`src/rtl/pipe_hazard_ctrl_if.sv`:
```
// rtl/pipe_hazard_ctrl_if.sv - ID/EX hazard controller signal bundle
//   ID_rs/ID_rt/ID_UsesRs/ID_UsesRt : register reads of the ID instruction
//   ID_MultiCycle/ID_BranchTaken    : multi-cycle op / taken branch in ID
//   EX_MemRead/EX_rt                : load and its destination in EX
//   PCWrite/IFID_Write/IFID_Flush   : PC and IF/ID register controls
//   IDEX_Bubble/EX_Hold/Busy        : ID/EX register controls, MC status
//   StallCount                      : saturating count of PC-stall cycles
interface pipe_hazard_ctrl_if #(
  parameter int CNT_W = 16
);
  logic [4:0]       ID_rs;
  logic [4:0]       ID_rt;
  logic             ID_UsesRs;
  logic             ID_UsesRt;
  logic             ID_MultiCycle;
  logic             ID_BranchTaken;
  logic             EX_MemRead;
  logic [4:0]       EX_rt;
  logic             PCWrite;
  logic             IFID_Write;
  logic             IFID_Flush;
  logic             IDEX_Bubble;
  logic             EX_Hold;
  logic             Busy;
  logic [CNT_W-1:0] StallCount;

  modport master (
    output ID_rs, ID_rt, ID_UsesRs, ID_UsesRt, ID_MultiCycle, ID_BranchTaken,
           EX_MemRead, EX_rt,
    input  PCWrite, IFID_Write, IFID_Flush, IDEX_Bubble, EX_Hold, Busy, StallCount
  );

  modport slave (
    input  ID_rs, ID_rt, ID_UsesRs, ID_UsesRt, ID_MultiCycle, ID_BranchTaken,
           EX_MemRead, EX_rt,
    output PCWrite, IFID_Write, IFID_Flush, IDEX_Bubble, EX_Hold, Busy, StallCount
  );
endinterface

```
`src/rtl/pipe_hazard_ctrl.sv`:
```
// rtl/pipe_hazard_ctrl.sv - load-use bubble, multi-cycle hold and branch squash control
//   Clk : clock, rising edge
//   Rst : asynchronous active-high reset
//   bus : pipe_hazard_ctrl_if slave (ID/EX inputs in, register enables/clears out)
module pipe_hazard_ctrl #(
  parameter int MC_LATENCY = 4,
  parameter int CNT_W      = 16
) (
  input logic              Clk,
  input logic              Rst,
  pipe_hazard_ctrl_if.slave bus
);

  localparam int MC_W = $clog2(MC_LATENCY + 1);

  typedef enum logic {RUN = 1'b0, MC_EXEC = 1'b1} state_t;

  state_t           r_state;
  state_t           w_next_state;
  logic [MC_W-1:0]  r_mc_cnt;
  logic [MC_W-1:0]  w_mc_cnt_next;
  logic [CNT_W-1:0] r_stall_cnt;
  logic             w_lu;

  logic w_pcwrite;
  logic w_ifid_write;
  logic w_ifid_flush;
  logic w_idex_bubble;
  logic w_ex_hold;
  logic w_busy;

  // EX_rt==0 guard keeps writes to r0 from ever looking like a hazard.
  assign w_lu = bus.EX_MemRead && (bus.EX_rt != 5'd0) &&
                ((bus.ID_UsesRs && (bus.ID_rs == bus.EX_rt)) ||
                 (bus.ID_UsesRt && (bus.ID_rt == bus.EX_rt)));

  always_ff @(posedge Clk or posedge Rst) begin
    if (Rst) begin
      r_state     <= RUN;
      r_mc_cnt    <= '0;
      r_stall_cnt <= '0;
    end else begin
      r_state  <= w_next_state;
      r_mc_cnt <= w_mc_cnt_next;
      if (!w_pcwrite && (r_stall_cnt != {CNT_W{1'b1}}))
        r_stall_cnt <= r_stall_cnt + 1'b1;
    end
  end

  always_comb begin
    w_next_state  = r_state;
    w_mc_cnt_next = r_mc_cnt;
    case (r_state)
      RUN: begin
        // A hazard cycle defers the multi-cycle op; it re-presents next cycle.
        if (!w_lu && bus.ID_MultiCycle && (MC_LATENCY > 1)) begin
          w_next_state  = MC_EXEC;
          w_mc_cnt_next = MC_W'(MC_LATENCY - 1);
        end
      end
      MC_EXEC: begin
        w_mc_cnt_next = r_mc_cnt - 1'b1;
        if (r_mc_cnt == MC_W'(1))
          w_next_state = RUN;
      end
      default: begin
        w_next_state  = RUN;
        w_mc_cnt_next = '0;
      end
    endcase
  end

  always_comb begin
    w_pcwrite     = 1'b0;
    w_ifid_write  = 1'b0;
    w_ifid_flush  = 1'b0;
    w_idex_bubble = 1'b0;
    w_ex_hold     = 1'b0;
    w_busy        = 1'b0;
    if (Rst) begin
      w_idex_bubble = 1'b1;
    end else if (r_state == MC_EXEC) begin
      w_ex_hold = 1'b1;
      w_busy    = 1'b1;
    end else if (w_lu) begin
      w_idex_bubble = 1'b1;
    end else begin
      w_pcwrite    = 1'b1;
      w_ifid_write = 1'b1;
      w_ifid_flush = bus.ID_BranchTaken;
    end
  end

  assign bus.PCWrite     = w_pcwrite;
  assign bus.IFID_Write  = w_ifid_write;
  assign bus.IFID_Flush  = w_ifid_flush;
  assign bus.IDEX_Bubble = w_idex_bubble;
  assign bus.EX_Hold     = w_ex_hold;
  assign bus.Busy        = w_busy;
  assign bus.StallCount  = r_stall_cnt;

endmodule

```
`src/flat_wrapper.sv`:
```
// flat-port wrapper written by rule: the top's interface ports become plain ports
module pipe_hazard_ctrl_flat 
#(
  parameter int MC_LATENCY = 4,
  parameter int CNT_W      = 16
)
  (Clk, Rst, bus_ID_rs, bus_ID_rt, bus_ID_UsesRs, bus_ID_UsesRt, bus_ID_MultiCycle, bus_ID_BranchTaken, bus_EX_MemRead, bus_EX_rt, bus_PCWrite, bus_IFID_Write, bus_IFID_Flush, bus_IDEX_Bubble, bus_EX_Hold, bus_Busy, bus_StallCount);
  pipe_hazard_ctrl_if #(.CNT_W(CNT_W)) bus_i ();
  input logic Clk;
  input logic Rst;
  input wire logic [$bits(bus_i.ID_rs)-1:0] bus_ID_rs;
  input wire logic [$bits(bus_i.ID_rt)-1:0] bus_ID_rt;
  input wire logic [$bits(bus_i.ID_UsesRs)-1:0] bus_ID_UsesRs;
  input wire logic [$bits(bus_i.ID_UsesRt)-1:0] bus_ID_UsesRt;
  input wire logic [$bits(bus_i.ID_MultiCycle)-1:0] bus_ID_MultiCycle;
  input wire logic [$bits(bus_i.ID_BranchTaken)-1:0] bus_ID_BranchTaken;
  input wire logic [$bits(bus_i.EX_MemRead)-1:0] bus_EX_MemRead;
  input wire logic [$bits(bus_i.EX_rt)-1:0] bus_EX_rt;
  output wire logic [$bits(bus_i.PCWrite)-1:0] bus_PCWrite;
  output wire logic [$bits(bus_i.IFID_Write)-1:0] bus_IFID_Write;
  output wire logic [$bits(bus_i.IFID_Flush)-1:0] bus_IFID_Flush;
  output wire logic [$bits(bus_i.IDEX_Bubble)-1:0] bus_IDEX_Bubble;
  output wire logic [$bits(bus_i.EX_Hold)-1:0] bus_EX_Hold;
  output wire logic [$bits(bus_i.Busy)-1:0] bus_Busy;
  output wire logic [$bits(bus_i.StallCount)-1:0] bus_StallCount;
  assign bus_i.ID_rs = bus_ID_rs;
  assign bus_i.ID_rt = bus_ID_rt;
  assign bus_i.ID_UsesRs = bus_ID_UsesRs;
  assign bus_i.ID_UsesRt = bus_ID_UsesRt;
  assign bus_i.ID_MultiCycle = bus_ID_MultiCycle;
  assign bus_i.ID_BranchTaken = bus_ID_BranchTaken;
  assign bus_i.EX_MemRead = bus_EX_MemRead;
  assign bus_i.EX_rt = bus_EX_rt;
  assign bus_PCWrite = bus_i.PCWrite;
  assign bus_IFID_Write = bus_i.IFID_Write;
  assign bus_IFID_Flush = bus_i.IFID_Flush;
  assign bus_IDEX_Bubble = bus_i.IDEX_Bubble;
  assign bus_EX_Hold = bus_i.EX_Hold;
  assign bus_Busy = bus_i.Busy;
  assign bus_StallCount = bus_i.StallCount;
  pipe_hazard_ctrl #(.MC_LATENCY(MC_LATENCY), .CNT_W(CNT_W)) u_core (.Clk(Clk), .Rst(Rst), .bus(bus_i));
endmodule
```
`config.mk`:
```
export PLATFORM = sky130hd
export DESIGN_NAME = pipe_hazard_ctrl_flat
export DESIGN_NICKNAME = d
export VERILOG_FILES = /design/src/rtl/pipe_hazard_ctrl_if.sv /design/src/rtl/pipe_hazard_ctrl.sv /design/src/flat_wrapper.sv
export SDC_FILE = /design/constraint.sdc
export NUM_CORES = 1
export LEC_CHECK = 0
export CAP_MARGIN = 15
export CORE_UTILIZATION = 44
export CTS_BUF_LIST = sky130_fd_sc_hd__clkbuf_16
export DETAILED_ROUTE_END_ITERATION = 6
export GPL_ROUTABILITY_DRIVEN = 0
export GPL_TIMING_DRIVEN = 1
export PLACE_DENSITY_LB_ADDON = 0.05
export REMOVE_ABC_BUFFERS = 1
export SYNTH_ARGS = -nofsm -noshare
export SYNTH_HDL_FRONTEND = slang
export SYNTH_SLANG_ARGS = --single-unit
```
`constraint.sdc`:
```
create_clock -name Clk -period 2.68 [get_ports Clk]
set_clock_uncertainty 0.1 [all_clocks]
set_input_delay 0.536 -clock Clk [delete_from_list [all_inputs] [get_ports Clk]]
set_output_delay 0.536 -clock Clk [all_outputs]
set_load 0.01 [all_outputs]
```
==> results.json, run 1 <==
{
  "r2r_setup_slack_ns": 0.47,
  "dp_slack_ns": -0.657,
  "relSlewSlack_pct": 72.0,
  "max_freq_mhz": 378,
  "finalHoldViolations": 0,
  "irDropWorstVdd_mv": 0.752,
  "power_leakage_nw": 0.783,
  "grt_pass1_vias": 962,
  "start_kind": "input port",
  "wl_met1_um": 1430,
  "wl_met3_um": 87,
  "min_period_over_period_pct": 98.7,
  "fp.dieW_um": 54.5,
  "cts_buffers": 3,
  "fin_nets": 201,
  "grt_usage_pct": 21.9,
  "worst_pin_slew_ns": 0.420,
  "worst_slack_ns": 0.0338,
  "maxCapViolCount": 0,
  "ctsRootBufferMaster": "clkbuf_16",
  "seq_area_frac_synth_pct": 41.2,
  "via_count": 1078,
  "row_count": 18,
  "viasPerCell": 5.26,
  "worstSetupEndpointType": "output port",
  "finish.instance_area_um2": 1880,
  "area_delta_synth_final_pct": 54.7,
  "ios": 44,
  "clock_sinks": 20,
  "setup_tns_ns": 0,
  "ys_top_cells_by_area": "dfrtp_1 41%, xnor2_1 8.7%, mux2_2 5.6%, nand2_1 4.3%, xor2_1 4.3%",
  "cts_tree": "built",
  "start_util_pct": 47.7,
  "yosys_warnings": 0,
  "postPlaceCellArea_um2": 1720,
  "top_layer": "met4",
  "drc": 0,
  "grt_max_degree": 21,
  "drive_gt1_share_pct": 21.7,
  "met2_length_um": 1420,
  "antenna_found_initial": 0,
  "core_um2": 2540,
  "die_h_um": 54.5,
  "clkLatencyLatePin_ns": 0.25,
  "yosysTopAreaCell": "dfrtp_1",
  "dieArea_um2": 2980,
  "clk_pin_slew_ns": 0.06,
  "cp.required_ns": 2.04,
  "setup_viol": 0,
  "synth_top_cell_area_share_pct": 41.2,
  "avgRoutedWirePerCell_um": 14.5,
  "hp-class": "register to register",
  "hpwl_um": 2180,
  "fin_crit_ns": 2.65,
  "wl_um": 2970,
  "htree_levels": 1,
  "maxSlewViolCount": 0,
  "drt_first_pass_iters": 4,
  "netlist_area_um2": 1210,
  "cts.path.max_buffers": 2,
  "critPathMaxFanout": 2,
  "status": "completed",
  "grt_pass1_wl_um": 4530,
  "power_density_nw_per_um2": 791,
  "critPathArrivalTime_ns": 2.01,
  "overflow": 0,
  "netlist_instances": 121,
  "port_buffers": 43,
  "antenna_left": 0,
  "synth_seq_cells": 20,
  "synth_area_per_cell_um2": 10.0,
  "dr.first_iter.drc_count": 20,
  "crit_type": "input port to output port",
  "ys_types": 41,
  "antenna_cells": 0
}
-- cells in the final DEF, fill, tap and decap left out, drive strengths merged, types with 2 or more instances in the layout --
| cell type | count |
|---|---|
| a211oi | 2 |
| a21oi | 3 |
| and3 | 2 |
| buf | 16 |
| clkbuf | 3 |
| clkdlybuf4s15 | 2 |
| clkdlybuf4s50 | 34 |
| dfrtp | 20 |
| dlygate4sd2 | 3 |
| ha | 3 |
| inv | 5 |
| mux2 | 7 |
| nand2 | 14 |
| nand3 | 6 |
| nand4 | 4 |
| nor2 | 5 |
| nor3 | 3 |
| nor4 | 3 |
| nor4b | 2 |
| o21ai | 2 |
| o22ai | 2 |
| or4 | 2 |
| xnor2 | 12 |
| xor2 | 6 |
-- kinds of logic after synthesis --
family | after synthesis | share of synthesized area (%)
multiplexers | 8 | 7.62
AO/OA/AOI/OAI | 13 | 7.83
adder cells (fa/ha/maj) | 3 | 3.09
buffers and inverters | 10 | 4.43
XOR/XNOR | 18 | 13.0
flip-flops | 20 | 41.2
AND/OR/NAND/NOR | 49 | 22.9
-- Yosys cell counts, drive strengths merged --
master and number:
dfrtp 20, nand2 14, xnor2 12, mux2 7, nand3 6, xor2 6
inv 5, nor2 5, buf 4, nand4 4, a21oi 3, ha 3
nor3 3, nor4 3, a211oi 2, and3 2, nor4b 2, o21ai 2
o22ai 2, or4 2, a21o 1, a31oi 1, and2 1, clkbuf 1
mux2i 1, nand2b 1, nand3b 1, nor2b 1, nor3b 1, o21a 1
o22a 1, or2 1, or3 1, or3b 1
-- layer usage --
metal	global-route usage, %	up-vias
met1	29.7	518
met2	34.3	21
met5	0	-
met4	8.55	0
li1	-	533
met3	3.89	6
-- final cells by class --
class                      count  area, um2
multi-input combinational     91        698
sequential                    20        500
clock inverter                 1       30.0
inverter                       5       18.8
clock buffer                   3       75.1
timing repair buffer          55        519
fill                         185        666
tap                           30       37.5
-- report_power, final --
group	internal, W	switching [W]
Clock	0.000296	0.000117
Combinational	0.000325	0.000228
Sequential	0.000396	0.000124
-- final timing paths --
path,startpoint,to,cells past startpoint
min in group asynchronous,Rst,u_core.r_mc_cnt[1],4
max in group asynchronous,Rst,u_core.bus.StallCount[11],4
min,u_core.bus.StallCount[11],u_core.bus.StallCount[11],1
min reg2reg,u_core.bus.StallCount[11],u_core.bus.StallCount[11],1
max reg2reg,u_core.bus.StallCount[0],u_core.bus.StallCount[1],6
max,bus_EX_rt[0],bus_IFID_Flush,6
-- critical path, stage by stage --
cell and delay [ns]:
dlygate4sd2_1 0.24, or4_1 0.46, o21a_1 0.23, a211oi_4 0.26, and2_4 0.19, buf_6 0.09
-- timing repair --
item	in CTS	in global routing
pin swaps	6	3
buffers inserted	2	1
resized for setup	32	3
hold buffers	0	0
setup endpoints to repair	5	6
-- per-stage QoR --
stage	util (%)	std cells	hold WS, ns	power, W
after detailed placement	67.7	199	0.388	0.00106
after global routing	73.8	205	0.436	0.00157
final	73.8	205	0.413	0.00149
after floorplan	-	116	0.394	0.000789
after CTS	73.4	204	0.396	0.00149
after global placement	67.7	199	0.381	0.00104
-- flip-flops by register name, indices dropped and copies added, names as in the netlist --
name and count:
u_core.bus.StallCount 16, u_core.r_state 1, u_core.r_mc_cnt 3
(Power assumes the default switching activity.)
==> run 2, diff against run 1 <==
--- a/config.mk
+++ b/config.mk
@@ -13,6 +13,7 @@
 export GPL_TIMING_DRIVEN = 1
 export PLACE_DENSITY_LB_ADDON = 0.05
 export REMOVE_ABC_BUFFERS = 1
+export SETUP_SLACK_MARGIN = 0.1
 export SYNTH_ARGS = -nofsm -noshare
 export SYNTH_HDL_FRONTEND = slang
 export SYNTH_SLANG_ARGS = --single-unit
==> results.json, run 2 (synthesis results as in run 1) <==
{
  "sequentialPowerShare_pct": 34.9,
  "antenna_cells": 0,
  "p_sw_w": 0.000467,
  "drt_first_pass_iters": 4,
  "fin_nets": 203,
  "p_int_w": 0.00102,
  "r2r_end": "u_core.bus.StallCount[1]",
  "grt_pass1_vias": 988,
  "min_period_over_period_pct": 94.6,
  "largest_register_ffs": 16,
  "worst_slack_ns": 0.145,
  "antenna_found_initial": 0,
  "avgRoutedWirePerCell_um": 14.6,
  "antenna_left": 0,
  "dp_slack_ns": -0.657,
  "ios": 44,
  "status": "completed",
  "clk_pin_slew_ns": 0.06,
  "rr_startpoint": "u_core.bus.StallCount[0]",
  "hp-class": "register to register",
  "maxCapViolCount": 0,
  "cts_hold_buf": 0,
  "dr.first_iter.drc_count": 14,
  "irDropWorstVdd_mv": 0.729,
  "drc": 0,
  "hold_slack_ns": 0.394,
  "start_util_pct": 47.7,
  "final_common_cell": "clkdlybuf4s50_1",
  "hold_end": "u_core.bus.StallCount[11]",
  "crit_type": "input port to output port",
  "core_um2": 2540,
  "wl_um": 3030,
  "comb_power_share_pct": 37.5,
  "viasPerCell": 5.38,
  "drive_gt1_share_pct": 26.6,
  "cp.required_ns": 2.04,
  "row_count": 18,
  "cts.path.max_buffers": 2,
  "ctsRootBufferMaster": "clkbuf_16",
  "maxSlewViolCount": 0,
  "grt_max_degree": 21,
  "worstSetupEndpointType": "output port",
  "register_area_um2": 500,
  "nFillCells": 172,
  "max_freq_mhz": 394,
  "grt_util_met3_pct": 3.61,
  "fp.dieW_um": 54.5,
  "rsz0062_at_grt": "no",
  "dieArea_um2": 2980,
  "worst_pin_slew_ns": 0.390,
  "htree_levels": 1,
  "die_h_um": 54.5,
  "critPathMaxFanout": 2,
  "clock_sinks": 20,
  "hpwl_um": 2180,
  "hold_depth": 1,
  "mostFrequentLayoutCells": "23 x clkdlybuf4s50_1, 20 x dfrtp_1, 13 x nand2_1",
  "critPathArrivalTime_ns": 1.90,
  "clkLatencyLatePin_ns": 0.25,
  "use_met2_pct": 35.6,
  "grt.busiest_layer": "met2",
  "power_density_nw_per_um2": 771,
  "clock_power_share_pct": 27.6,
  "r2r_setup_slack_ns": 0.45,
  "port_buffers": 43,
  "hold_start": "u_core.bus.StallCount[11]",
  "start_kind": "input port",
  "power_leakage_nw": 0.900,
  "relSlewSlack_pct": 74.0,
  "overflow": 0,
  "cts_tree": "built",
  "area_delta_synth_final_pct": 58.6,
  "setup_viol": 0,
  "via_count": 1114,
  "r2r_cells": 6,
  "switching_share_pct": 31.4,
  "grt_usage_pct": 22.6,
  "cts_buffers": 3,
  "multi_input_area_um2": 714,
  "grtUsageMet1_pct": 30.1,
  "fin_util_pct": 75.7,
  "grt_pass1_wl_um": 4690,
  "power_w": 0.00149,
  "finalHoldViolations": 0,
  "fin_crit_ns": 2.54
}
[run 2: power groups by stage]
| stage | logic (W) | registers, W | clock network (W) |
|---|---|---|---|
| 6_report | 0.000557 | 0.000518 | 0.000411 |
| 5_1_grt | 0.000610 | 0.000533 | 0.000428 |
| 4_1_cts | 0.000557 | 0.000517 | 0.000424 |
| 3_5_place_dp | 0.000540 | 0.000522 | 0 |
| 3_3_place_gp | 0.000525 | 0.000514 | 0 |
| 2_1_floorplan | 0.000261 | 0.000528 | 0 |
[run 2: timing repair]
item | 4_1_cts | 5_1_grt
buffers inserted | 3 | 2
endpoints found under the hold margin | 0 | 0
setup endpoints to repair | 9 | 13
gates resized for setup | 44 | 16
pin swaps | 7 | 14
[run 2: cell type report]
| type | count | area share, % |
|---|---|---|
| inverter | 5 | 0.974 |
| clock inverter | 1 | 1.56 |
| multi-input combinational | 91 | 37.1 |
| sequential | 20 | 26.0 |
| timing repair buffer | 57 | 28.6 |
| clock buffer | 3 | 3.90 |
| tap | 30 | 1.95 |
[run 2: worst max path at each step]
stage / startpoint / to / cells after the start
2_1_floorplan: bus_EX_rt[0] / bus_IFID_Flush / 4
3_3_place_gp: bus_EX_rt[0] / bus_IFID_Flush / 6
3_5_place_dp: bus_EX_rt[0] / bus_IFID_Flush / 6
4_1_cts: bus_EX_rt[4] / bus_IFID_Flush / 6
5_1_grt: bus_EX_rt[1] / bus_IFID_Flush / 8
6_report: bus_EX_rt[0] / bus_IFID_Flush / 6
[run 2: per-layer routing]
layer  routed length (um)  up-vias  share of wire (%)
met3                  147        6                4.9
met2                 1490       38                 49
met5                    0        -                  0
li1                     -      539                  -
met1                 1350      531                 44
met4                   48        0                1.6
[run 2: through the flow]
stage / instance area, um2 / instances / setup TNS, ns
4_1_cts: 1860 / 205 / 0
5_1_grt: 1930 / 207 / 0
3_3_place_gp: 1720 / 199 / -3.54
2_1_floorplan: 1180 / 116 / -0.0723
3_5_place_dp: 1720 / 199 / -4.21
6_report: 1930 / 207 / 0
[run 2: worst max-delay path: stages]
cell,delay (ns)
buf_6,0.09
or4_1,0.50
o21a_2,0.24
a211oi_4,0.26
and2_4,0.18
buf_6,0.09
